## src/rtl/sc_axiip_pkg.sv

```systemverilog
// rtl/sc_axiip_pkg.sv - shared arbiter state and register-bus type definitions
// Used by sc_axiip_rrarb and sc_axiip_regarb.

package sc_axiip_pkg;

    localparam int REG_TYP_W = 10;

    typedef enum logic {
        ARB_IDLE = 1'b0,
        ARB_LOCK = 1'b1
    } arb_state_e;

    // {burst[9:8], count[7:0]}; an all-zero TYP marks the final beat of a transfer
    typedef struct packed {
        logic [1:0] burst;
        logic [7:0] count;
    } reg_typ_t;

    function automatic logic typ_is_final(input reg_typ_t typ);
        return (typ == '0);
    endfunction

endpackage

```

## src/rtl/sc_axiip_rrarb.sv

```systemverilog
// rtl/sc_axiip_rrarb.sv - 2-way round-robin arbiter holding a lock until the final beat
// Optional wait timeout compiled in with SC_AXIIP_REGARB_TIMEOUT_EN.

module sc_axiip_rrarb
    import sc_axiip_pkg::*;
#(
    parameter int unsigned TIMEOUT_CYCLES = 256
) (
    input  logic       clk_i,
    input  logic       rst_ni,
    input  logic [1:0] req_i,
    input  logic       m_en_i,
    input  logic       m_wat_i,
    input  reg_typ_t   m_typ_i,
    output logic       lock_o,
    output logic       gnt_o,
    output logic       tmo_o
);

    arb_state_e state_q, state_d;
    logic       gnt_q, gnt_d;
    logic       ptr_q, ptr_d;
    logic       beat;
    logic       last_beat;
    logic       tmo;

    assign beat      = (state_q == ARB_LOCK) && m_en_i && !m_wat_i;
    assign last_beat = beat && typ_is_final(m_typ_i);

`ifdef SC_AXIIP_REGARB_TIMEOUT_EN
    localparam int unsigned CW = (TIMEOUT_CYCLES > 1) ? $clog2(TIMEOUT_CYCLES) : 1;
    localparam logic [CW-1:0] CNT_LAST = CW'(TIMEOUT_CYCLES - 1);

    logic [CW-1:0] cnt_q, cnt_d;

    // Fires on the wait cycle that brings the consecutive-wait run up to TIMEOUT_CYCLES
    assign tmo = (state_q == ARB_LOCK) && m_wat_i && (cnt_q == CNT_LAST);

    always_comb begin
        cnt_d = cnt_q + CW'(1);
        if ((state_q != ARB_LOCK) || !m_wat_i || tmo) begin
            cnt_d = '0;
        end
    end

    always_ff @(posedge clk_i or negedge rst_ni) begin
        if (!rst_ni) begin
            cnt_q <= '0;
        end else begin
            cnt_q <= cnt_d;
        end
    end
`else
    assign tmo = 1'b0;
`endif

    always_comb begin
        state_d = state_q;
        gnt_d   = gnt_q;
        ptr_d   = ptr_q;
        unique case (state_q)
            ARB_IDLE: begin
                if (|req_i) begin
                    state_d = ARB_LOCK;
                    gnt_d   = (&req_i) ? ptr_q : req_i[1];
                end
            end
            ARB_LOCK: begin
                if (last_beat || tmo) begin
                    state_d = ARB_IDLE;
                    ptr_d   = ~gnt_q;
                end
            end
            default: state_d = ARB_IDLE;
        endcase
    end

    always_ff @(posedge clk_i or negedge rst_ni) begin
        if (!rst_ni) begin
            state_q <= ARB_IDLE;
            gnt_q   <= 1'b0;
            ptr_q   <= 1'b0;
        end else begin
            state_q <= state_d;
            gnt_q   <= gnt_d;
            ptr_q   <= ptr_d;
        end
    end

    assign lock_o = (state_q == ARB_LOCK);
    assign gnt_o  = gnt_q;
    assign tmo_o  = tmo;

endmodule

```

## src/rtl/sc_axiip_regarb.sv

```systemverilog
// rtl/sc_axiip_regarb.sv - two-requester register bus arbiter, independent write and read paths
// Optional wait timeout compiled in with SC_AXIIP_REGARB_TIMEOUT_EN.

module sc_axiip_regarb
    import sc_axiip_pkg::*;
#(
    parameter int unsigned AXI_ADDR_WIDTH = 32,
    parameter int unsigned AXI_DATA_BYTE  = 4,
    parameter int unsigned TIMEOUT_CYCLES = 256
) (
    input  logic                         AXI_CLK,
    input  logic                         AXI_RESETN,

    input  logic [AXI_ADDR_WIDTH-1:0]    S0_REG_WADR,
    input  logic [REG_TYP_W-1:0]         S0_REG_WTYP,
    input  logic [AXI_DATA_BYTE-1:0]     S0_REG_WENB,
    input  logic [AXI_DATA_BYTE*8-1:0]   S0_REG_WDAT,
    output logic                         S0_REG_WWAT,
    output logic                         S0_REG_WERR,
    input  logic [AXI_ADDR_WIDTH-1:0]    S0_REG_RADR,
    input  logic [REG_TYP_W-1:0]         S0_REG_RTYP,
    input  logic                         S0_REG_RENB,
    output logic [AXI_DATA_BYTE*8-1:0]   S0_REG_RDAT,
    output logic                         S0_REG_RWAT,
    output logic                         S0_REG_RERR,

    input  logic [AXI_ADDR_WIDTH-1:0]    S1_REG_WADR,
    input  logic [REG_TYP_W-1:0]         S1_REG_WTYP,
    input  logic [AXI_DATA_BYTE-1:0]     S1_REG_WENB,
    input  logic [AXI_DATA_BYTE*8-1:0]   S1_REG_WDAT,
    output logic                         S1_REG_WWAT,
    output logic                         S1_REG_WERR,
    input  logic [AXI_ADDR_WIDTH-1:0]    S1_REG_RADR,
    input  logic [REG_TYP_W-1:0]         S1_REG_RTYP,
    input  logic                         S1_REG_RENB,
    output logic [AXI_DATA_BYTE*8-1:0]   S1_REG_RDAT,
    output logic                         S1_REG_RWAT,
    output logic                         S1_REG_RERR,

    output logic [AXI_ADDR_WIDTH-1:0]    M_REG_WADR,
    output logic [REG_TYP_W-1:0]         M_REG_WTYP,
    output logic [AXI_DATA_BYTE-1:0]     M_REG_WENB,
    output logic [AXI_DATA_BYTE*8-1:0]   M_REG_WDAT,
    input  logic                         M_REG_WWAT,
    input  logic                         M_REG_WERR,
    output logic [AXI_ADDR_WIDTH-1:0]    M_REG_RADR,
    output logic [REG_TYP_W-1:0]         M_REG_RTYP,
    output logic                         M_REG_RENB,
    input  logic [AXI_DATA_BYTE*8-1:0]   M_REG_RDAT,
    input  logic                         M_REG_RWAT,
    input  logic                         M_REG_RERR
);

    logic w_lock, w_gnt, w_tmo;
    logic r_lock, r_gnt, r_tmo;

    // Write path
    sc_axiip_rrarb #(
        .TIMEOUT_CYCLES (TIMEOUT_CYCLES)
    ) u_warb (
        .clk_i   (AXI_CLK),
        .rst_ni  (AXI_RESETN),
        .req_i   ({|S1_REG_WENB, |S0_REG_WENB}),
        .m_en_i  (|M_REG_WENB),
        .m_wat_i (M_REG_WWAT),
        .m_typ_i (reg_typ_t'(M_REG_WTYP)),
        .lock_o  (w_lock),
        .gnt_o   (w_gnt),
        .tmo_o   (w_tmo)
    );

    assign M_REG_WADR = w_gnt ? S1_REG_WADR : S0_REG_WADR;
    assign M_REG_WTYP = w_gnt ? S1_REG_WTYP : S0_REG_WTYP;
    assign M_REG_WDAT = w_gnt ? S1_REG_WDAT : S0_REG_WDAT;
    assign M_REG_WENB = !w_lock ? '0 : (w_gnt ? S1_REG_WENB : S0_REG_WENB);

    // A timeout completes the stalled beat locally with an error
    assign S0_REG_WWAT = (w_lock && !w_gnt) ? (M_REG_WWAT & ~w_tmo) : 1'b1;
    assign S0_REG_WERR = (w_lock && !w_gnt) ? (M_REG_WERR |  w_tmo) : 1'b0;
    assign S1_REG_WWAT = (w_lock &&  w_gnt) ? (M_REG_WWAT & ~w_tmo) : 1'b1;
    assign S1_REG_WERR = (w_lock &&  w_gnt) ? (M_REG_WERR |  w_tmo) : 1'b0;

    // Read path
    sc_axiip_rrarb #(
        .TIMEOUT_CYCLES (TIMEOUT_CYCLES)
    ) u_rarb (
        .clk_i   (AXI_CLK),
        .rst_ni  (AXI_RESETN),
        .req_i   ({S1_REG_RENB, S0_REG_RENB}),
        .m_en_i  (M_REG_RENB),
        .m_wat_i (M_REG_RWAT),
        .m_typ_i (reg_typ_t'(M_REG_RTYP)),
        .lock_o  (r_lock),
        .gnt_o   (r_gnt),
        .tmo_o   (r_tmo)
    );

    assign M_REG_RADR = r_gnt ? S1_REG_RADR : S0_REG_RADR;
    assign M_REG_RTYP = r_gnt ? S1_REG_RTYP : S0_REG_RTYP;
    assign M_REG_RENB = r_lock && (r_gnt ? S1_REG_RENB : S0_REG_RENB);

    assign S0_REG_RDAT = M_REG_RDAT;
    assign S1_REG_RDAT = M_REG_RDAT;

    assign S0_REG_RWAT = (r_lock && !r_gnt) ? (M_REG_RWAT & ~r_tmo) : 1'b1;
    assign S0_REG_RERR = (r_lock && !r_gnt) ? (M_REG_RERR |  r_tmo) : 1'b0;
    assign S1_REG_RWAT = (r_lock &&  r_gnt) ? (M_REG_RWAT & ~r_tmo) : 1'b1;
    assign S1_REG_RERR = (r_lock &&  r_gnt) ? (M_REG_RERR |  r_tmo) : 1'b0;

endmodule

```

## config.mk

```make
export PLATFORM = sky130hd
export DESIGN_NAME = sc_axiip_regarb
export DESIGN_NICKNAME = d
export VERILOG_FILES = /design/src/rtl/sc_axiip_pkg.sv /design/src/rtl/sc_axiip_rrarb.sv /design/src/rtl/sc_axiip_regarb.sv
export SDC_FILE = /design/constraint.sdc
export NUM_CORES = 1
export LEC_CHECK = 0
export ABC_AREA = 1
export CELL_PAD_IN_SITES_DETAIL_PLACEMENT = 1
export CELL_PAD_IN_SITES_GLOBAL_PLACEMENT = 1
export CORE_AREA = 2 2 185 187
export DETAILED_ROUTE_END_ITERATION = 12
export DIE_AREA = 0 0 187 189
export PLACE_DENSITY_LB_ADDON = 0.1
export SETUP_SLACK_MARGIN = 0.3
export SLEW_MARGIN = 20
export SYNTH_ARGS = -nofsm -noshare
export SYNTH_HDL_FRONTEND = slang
export SYNTH_SLANG_ARGS = --single-unit
```

## constraint.sdc

```tcl
create_clock -name AXI_CLK -period 1.8 [get_ports AXI_CLK]
set_input_delay 0.54 -clock AXI_CLK [delete_from_list [all_inputs] [get_ports AXI_CLK]]
set_output_delay 0.54 -clock AXI_CLK [all_outputs]
set_load 0.01 [all_outputs]
```

Word-level counts from Yosys, hierarchy flattened
Cells that the tools add are included.
- bits of input ports: 280
- output and inout bits: 193
- register bits after elaboration: 6
- reductions and logical operators: 28
- mux-type cells: 24
- bitwise logic cells: 4
- operators by type and width (cell ; number):
    $mux 32 ; 3
    $logic_not 10->1 ; 2
    $mux 10 ; 2
    $mux 1 ; 15
    $reduce_and 2->1 ; 6
    $reduce_or 4->1 ; 3
    $logic_and 1x1->1 ; 11
    $mux 4 ; 2
    $reduce_or 8->1 ; 1
    $logic_not 1->1 ; 4
    $not 1->1 ; 4
    $pmux 1 s2 ; 2
    $reduce_or 2->1 ; 1

Longest topological paths before layout
- word-level depth: 8
- mapped depth: 10

Cells and area by module
A second synthesis with hierarchy kept.
- cells, all modules: 543
- area, all modules: 2547.4 um^2
- modules (own cells, without submodules) (module ; cells an instance ; area an instance (um^2) ; times used ; sequential area each (um^2)):
    sc_axiip_regarb ; 485 ; 2169.6 ; 1 ; 0.0
    sc_axiip_rrarb ; 29 ; 188.9 ; 2 ; 75.1

Least setup slack after synthesis
OpenSTA, ideal clock, no wires.
- kind: register to output
- from: register u_warb.gnt_q (netlist: u_warb.gnt_o)
- to: output port M_REG_WDAT[10]
- path buffers: 3
- required time: 1.260 ns
- stages on the path, launching flop included: 7
- setup slack: 0.100 ns
- arrival time: 1.160 ns
- cell sequence: dfrtp_1 -> inv_2 -> buf_2 -> buf_2 -> buf_2 -> nand2_1 -> nand2_1
- word-level cells in the longest chain between the ends: 1
- ends and longest elaborated chain (what ; line ; text):
    start: declaration ; sc_axiip_rrarb.sv:21 ; logic gnt_q, gnt_d;
    start signal: assignment ; sc_axiip_rrarb.sv:85 ; gnt_q <= gnt_d;
    $mux 32 ; sc_axiip_regarb.sv:74 ; assign M_REG_WDAT = w_gnt ? S1_REG_WDAT : S0_REG_WDAT;
    end: declaration ; sc_axiip_regarb.sv:43 ; output logic [AXI_DATA_BYTE*8-1:0] M_REG_WDAT,
Every way passes these cells.

Worst setup path after layout
- from: register u_warb.gnt_q (netlist: u_warb.gnt_o)
- to: output port M_REG_WTYP[1]
- word-level cells in the longest chain between the ends: 1
- ends and longest elaborated chain (what ; line ; text):
    $mux 10 ; sc_axiip_regarb.sv:73 ; assign M_REG_WTYP = w_gnt ? S1_REG_WTYP : S0_REG_WTYP;
    end: declaration ; sc_axiip_regarb.sv:41 ; output logic [REG_TYP_W-1:0] M_REG_WTYP,
Every way passes these cells.

==> results.toml <==
[setup_path]
regToRegEndpoint = "u_rarb.lock_o$_DFF_PN0_"
reg2reg_from = "u_rarb.gnt_o$_DFFE_PN0P_"
arrival_ns = 1.46
crit_path_end = "M_REG_WTYP[1]"
cp.required_ns = 1.26
worst-setup-path-type = "flip-flop to output port"
r2r_cells = 13
reg2reg_slack_ns = -0.02
crit_path_max_fanout = 4
cp-start-kind = "flip-flop"
cp-end-kind = "output port"
max_stage_delay_ns = 0.42
cp_cell_sequence = "buf_12, buf_12, buf_6, or2_1, nand2_1, inv_1, buf_6"
worst_path_max_delay_cell = "dfrtp_2"
cp-startpoint = "u_warb.gnt_o$_DFFE_PN0P_"

[sta]
layout_setup_ws_ns = -0.204
slew_viol_final = 0
tns_ns = -10.75
finalHoldViolCount = 0
tightest_slew_ns = 0.342
finalCriticalPeriod_ns = 2.00
rsz0062_at_grt = "yes"
slew_headroom_pct = 77.1
fin_worst_skew_ns = 0.000119
fmax_mhz = 499
timing.final.crit_share_pct = 111
setup_viol = 125

[route]
drtAntennaViolNets = 0
via_count = 4884
wl_per_cell_um = 15.1
drcViolationCount = 0
first_pass_iters = 4
routed_via_density = 3.45
first_iter_violations = 75
wl_um = 21300

[synth]
synth.avg_cell_area_um2 = 4.60
netlist_instances = 535
synth_top_area_share_pct = 54.8
ys_warn_count = 0
netlist_area_um2 = 2460
synthTopCellsByArea = "nand2_1 (55%), buf_4 (20%), dfrtp_1 (6.1%)"
synth_compound_area_share_pct = 2.85
yosysUniqueCellTypes = 18
synth_fp_nets = 815
ys_seq_area_share_pct = 6.10
yosysTopAreaCell = "nand2_1"
synth_seq_cells = 6
synth-adder-area-share_pct = 0
synthXorXnorAreaFrac_pct = 0
synthSimpleGateAreaFrac_pct = 62.5
synth_top_family_by_area = "simple AND/OR/NAND/NOR gates"
synthMuxAreaShare_pct = 0

[pwr]
peakVddDrop_uv = 218
power_density_nw_per_um2 = 485
intPower_mw = 2.70
p_seq_share_pct = 3.6
leakage_nw = 4.35
p_sw_mw = 1.74
p_total_mw = 4.43
p_clk_share_pct = 8.2
power_frac_comb_pct = 88.3
p_sw_share_pct = 39.2

[global_route]
grt_pass1_wl_um = 31500
grt_max_degree = 15
antenna_found_initial = 3
grt_pass1_vias = 5121
grt_overflow_total = 0
grt_usage_pct = 11.6

[die]
start_util_pct = 7.40
core-area_um2 = 33300
io_pins = 473
dieArea_um2 = 35300
die_y_um = 189
rows = 67
die_w_um = 187

[clock_tree]
numCtsBuffers = 3
cts_num_sinks = 6
cts_max_level = 1
cts-root-buf = "clkbuf_16"
cts_tree = "yes"
clk_latency_ns = 0.22
clk_pin_slew_ns = 0.03
cts_buffer_depth = 2
hold_buffers = 0

[finish]
final_cells = 1415
mostFrequentLayoutCells = "clkdlybuf4s50_1 (209), nand2_1 (159), nand2_2 (118)"
nets = 1246
drive_gt1_share_pct = 53.6
final_common_cell = "clkdlybuf4s50_1"
syn2layout_area_growth_pct = 272

[placement]
routabilityCongestion = 0.740
dp_cells = 1321
portBuffers = 376
place_hpwl_um = 15900

[job]
max-cap-violations = 0

[run_status]
violations = "setup timing"
status = "complete, but fails checks"

[hold_path]
min_path_type = "flip-flop to flip-flop"
hold_depth = 2
per-stage QoR:
stage / hold slack [ns] / setup WS (ns) / utilization [%] / cell area (µm²)
2_1_floorplan: 0.244 / 0.249 / - / 2630
3_3_place_gp: 0.495 / -0.713 / 20.5 / 6810
3_5_place_dp: 0.494 / -0.688 / 20.5 / 6810
4_1_cts: 0.504 / -0.221 / 25.0 / 8340
5_1_grt: 0.528 / -0.267 / 27.5 / 9150
6_report: 0.490 / -0.204 / 27.5 / 9150
area by class of cell:
| cell class | count | area (µm²) |
|---|---|---|
| Fill cell | 3985 | 24100 |
| Timing Repair Buffer | 517 | 5490 |
| Multi-Input combinational cell | 414 | 2760 |
| Tap cell | 448 | 561 |
| Sequential cell | 6 | 154 |
| Inverter | 23 | 106 |
| Clock buffer | 3 | 75.1 |
| Timing Repair inverter | 1 | 8.76 |
| Antenna cell | 3 | 7.51 |
worst min path at each step:
| stage | start | endpoint | slack, ns |
|---|---|---|---|
| floorplan | AXI_RESETN | u_rarb.gnt_o$_DFFE_PN0P_ | 0.24 |
| global placement | u_warb.ptr_q$_DFFE_PN0P_ | u_warb.ptr_q$_DFFE_PN0P_ | 0.50 |
| detailed placement | u_rarb.ptr_q$_DFFE_PN0P_ | u_rarb.ptr_q$_DFFE_PN0P_ | 0.49 |
| CTS | u_warb.ptr_q$_DFFE_PN0P_ | u_warb.ptr_q$_DFFE_PN0P_ | 0.50 |
| global route | u_warb.ptr_q$_DFFE_PN0P_ | u_warb.ptr_q$_DFFE_PN0P_ | 0.53 |
| finish | u_warb.ptr_q$_DFFE_PN0P_ | u_warb.ptr_q$_DFFE_PN0P_ | 0.49 |
power groups by stage:
stage | logic [mW] | clock network (mW) | registers, mW
after floorplan | 1.09 | 0 | 0.152
after global placement | 2.77 | 0 | 0.156
after detailed placement | 2.75 | 0 | 0.156
after CTS | 3.62 | 0.374 | 0.158
after global routing | 4.21 | 0.389 | 0.159
final | 3.91 | 0.361 | 0.158
kinds of logic (layout without fill, tap and decap cells):
| kind of cell | count (synthesis) | after routing |
|---|---|---|
| and+or+nand+nor | 400 | 400 |
| other | 0 | 3 |
| AOI/OAI and AO/OA | 14 | 14 |
| buffers and inverters | 115 | 544 |
| DFF | 6 | 6 |
repair_timing:
action,CTS,global route
gates cloned,16,1
hold endpoints to repair,0,0
gates resized for setup,858,176
buffers inserted,62,9
pin swaps,74,62
setup endpoints to repair,134,134
sequential cells by signal, summed over array words and instances (netlist names):
name           flops
u_rarb.lock_o      1
u_rarb.ptr_q       1
u_warb.gnt_o       1
u_rarb.gnt_o       1
u_warb.ptr_q       1
u_warb.lock_o      1
synthesized netlist by cell type:
cell type and instances:
nand2_1 359, buf_4 66, inv_1 21, nand3_1 17, nor2_1 16, buf_2 13
o21ai_0 10, clkbuf_1 9, dfrtp_1 6, nor3_1 4, buf_1 3, a21oi_1 2
inv_2 2, nor2_2 2, o21ai_1 2, buf_6 1, nand4_1 1, or2_1 1
worst max-delay path: cells and delay by family (launching register included):
family / cells / cell delay, ns
buffers and inverters: 5 / 0.53
and+or+nand+nor: 2 / 0.26
DFF: 1 / 0.42
routing by layer:
metal  up-vias  track usage, %  part of all wire [%]
met5         -               0                     0
met3        16            3.45                   8.5
li1       2409               -                     -
met2       247            22.3                    54
met1      2212            12.6                    36
met4         0            1.95                  0.98
Power figures use the tool's default switching activity.
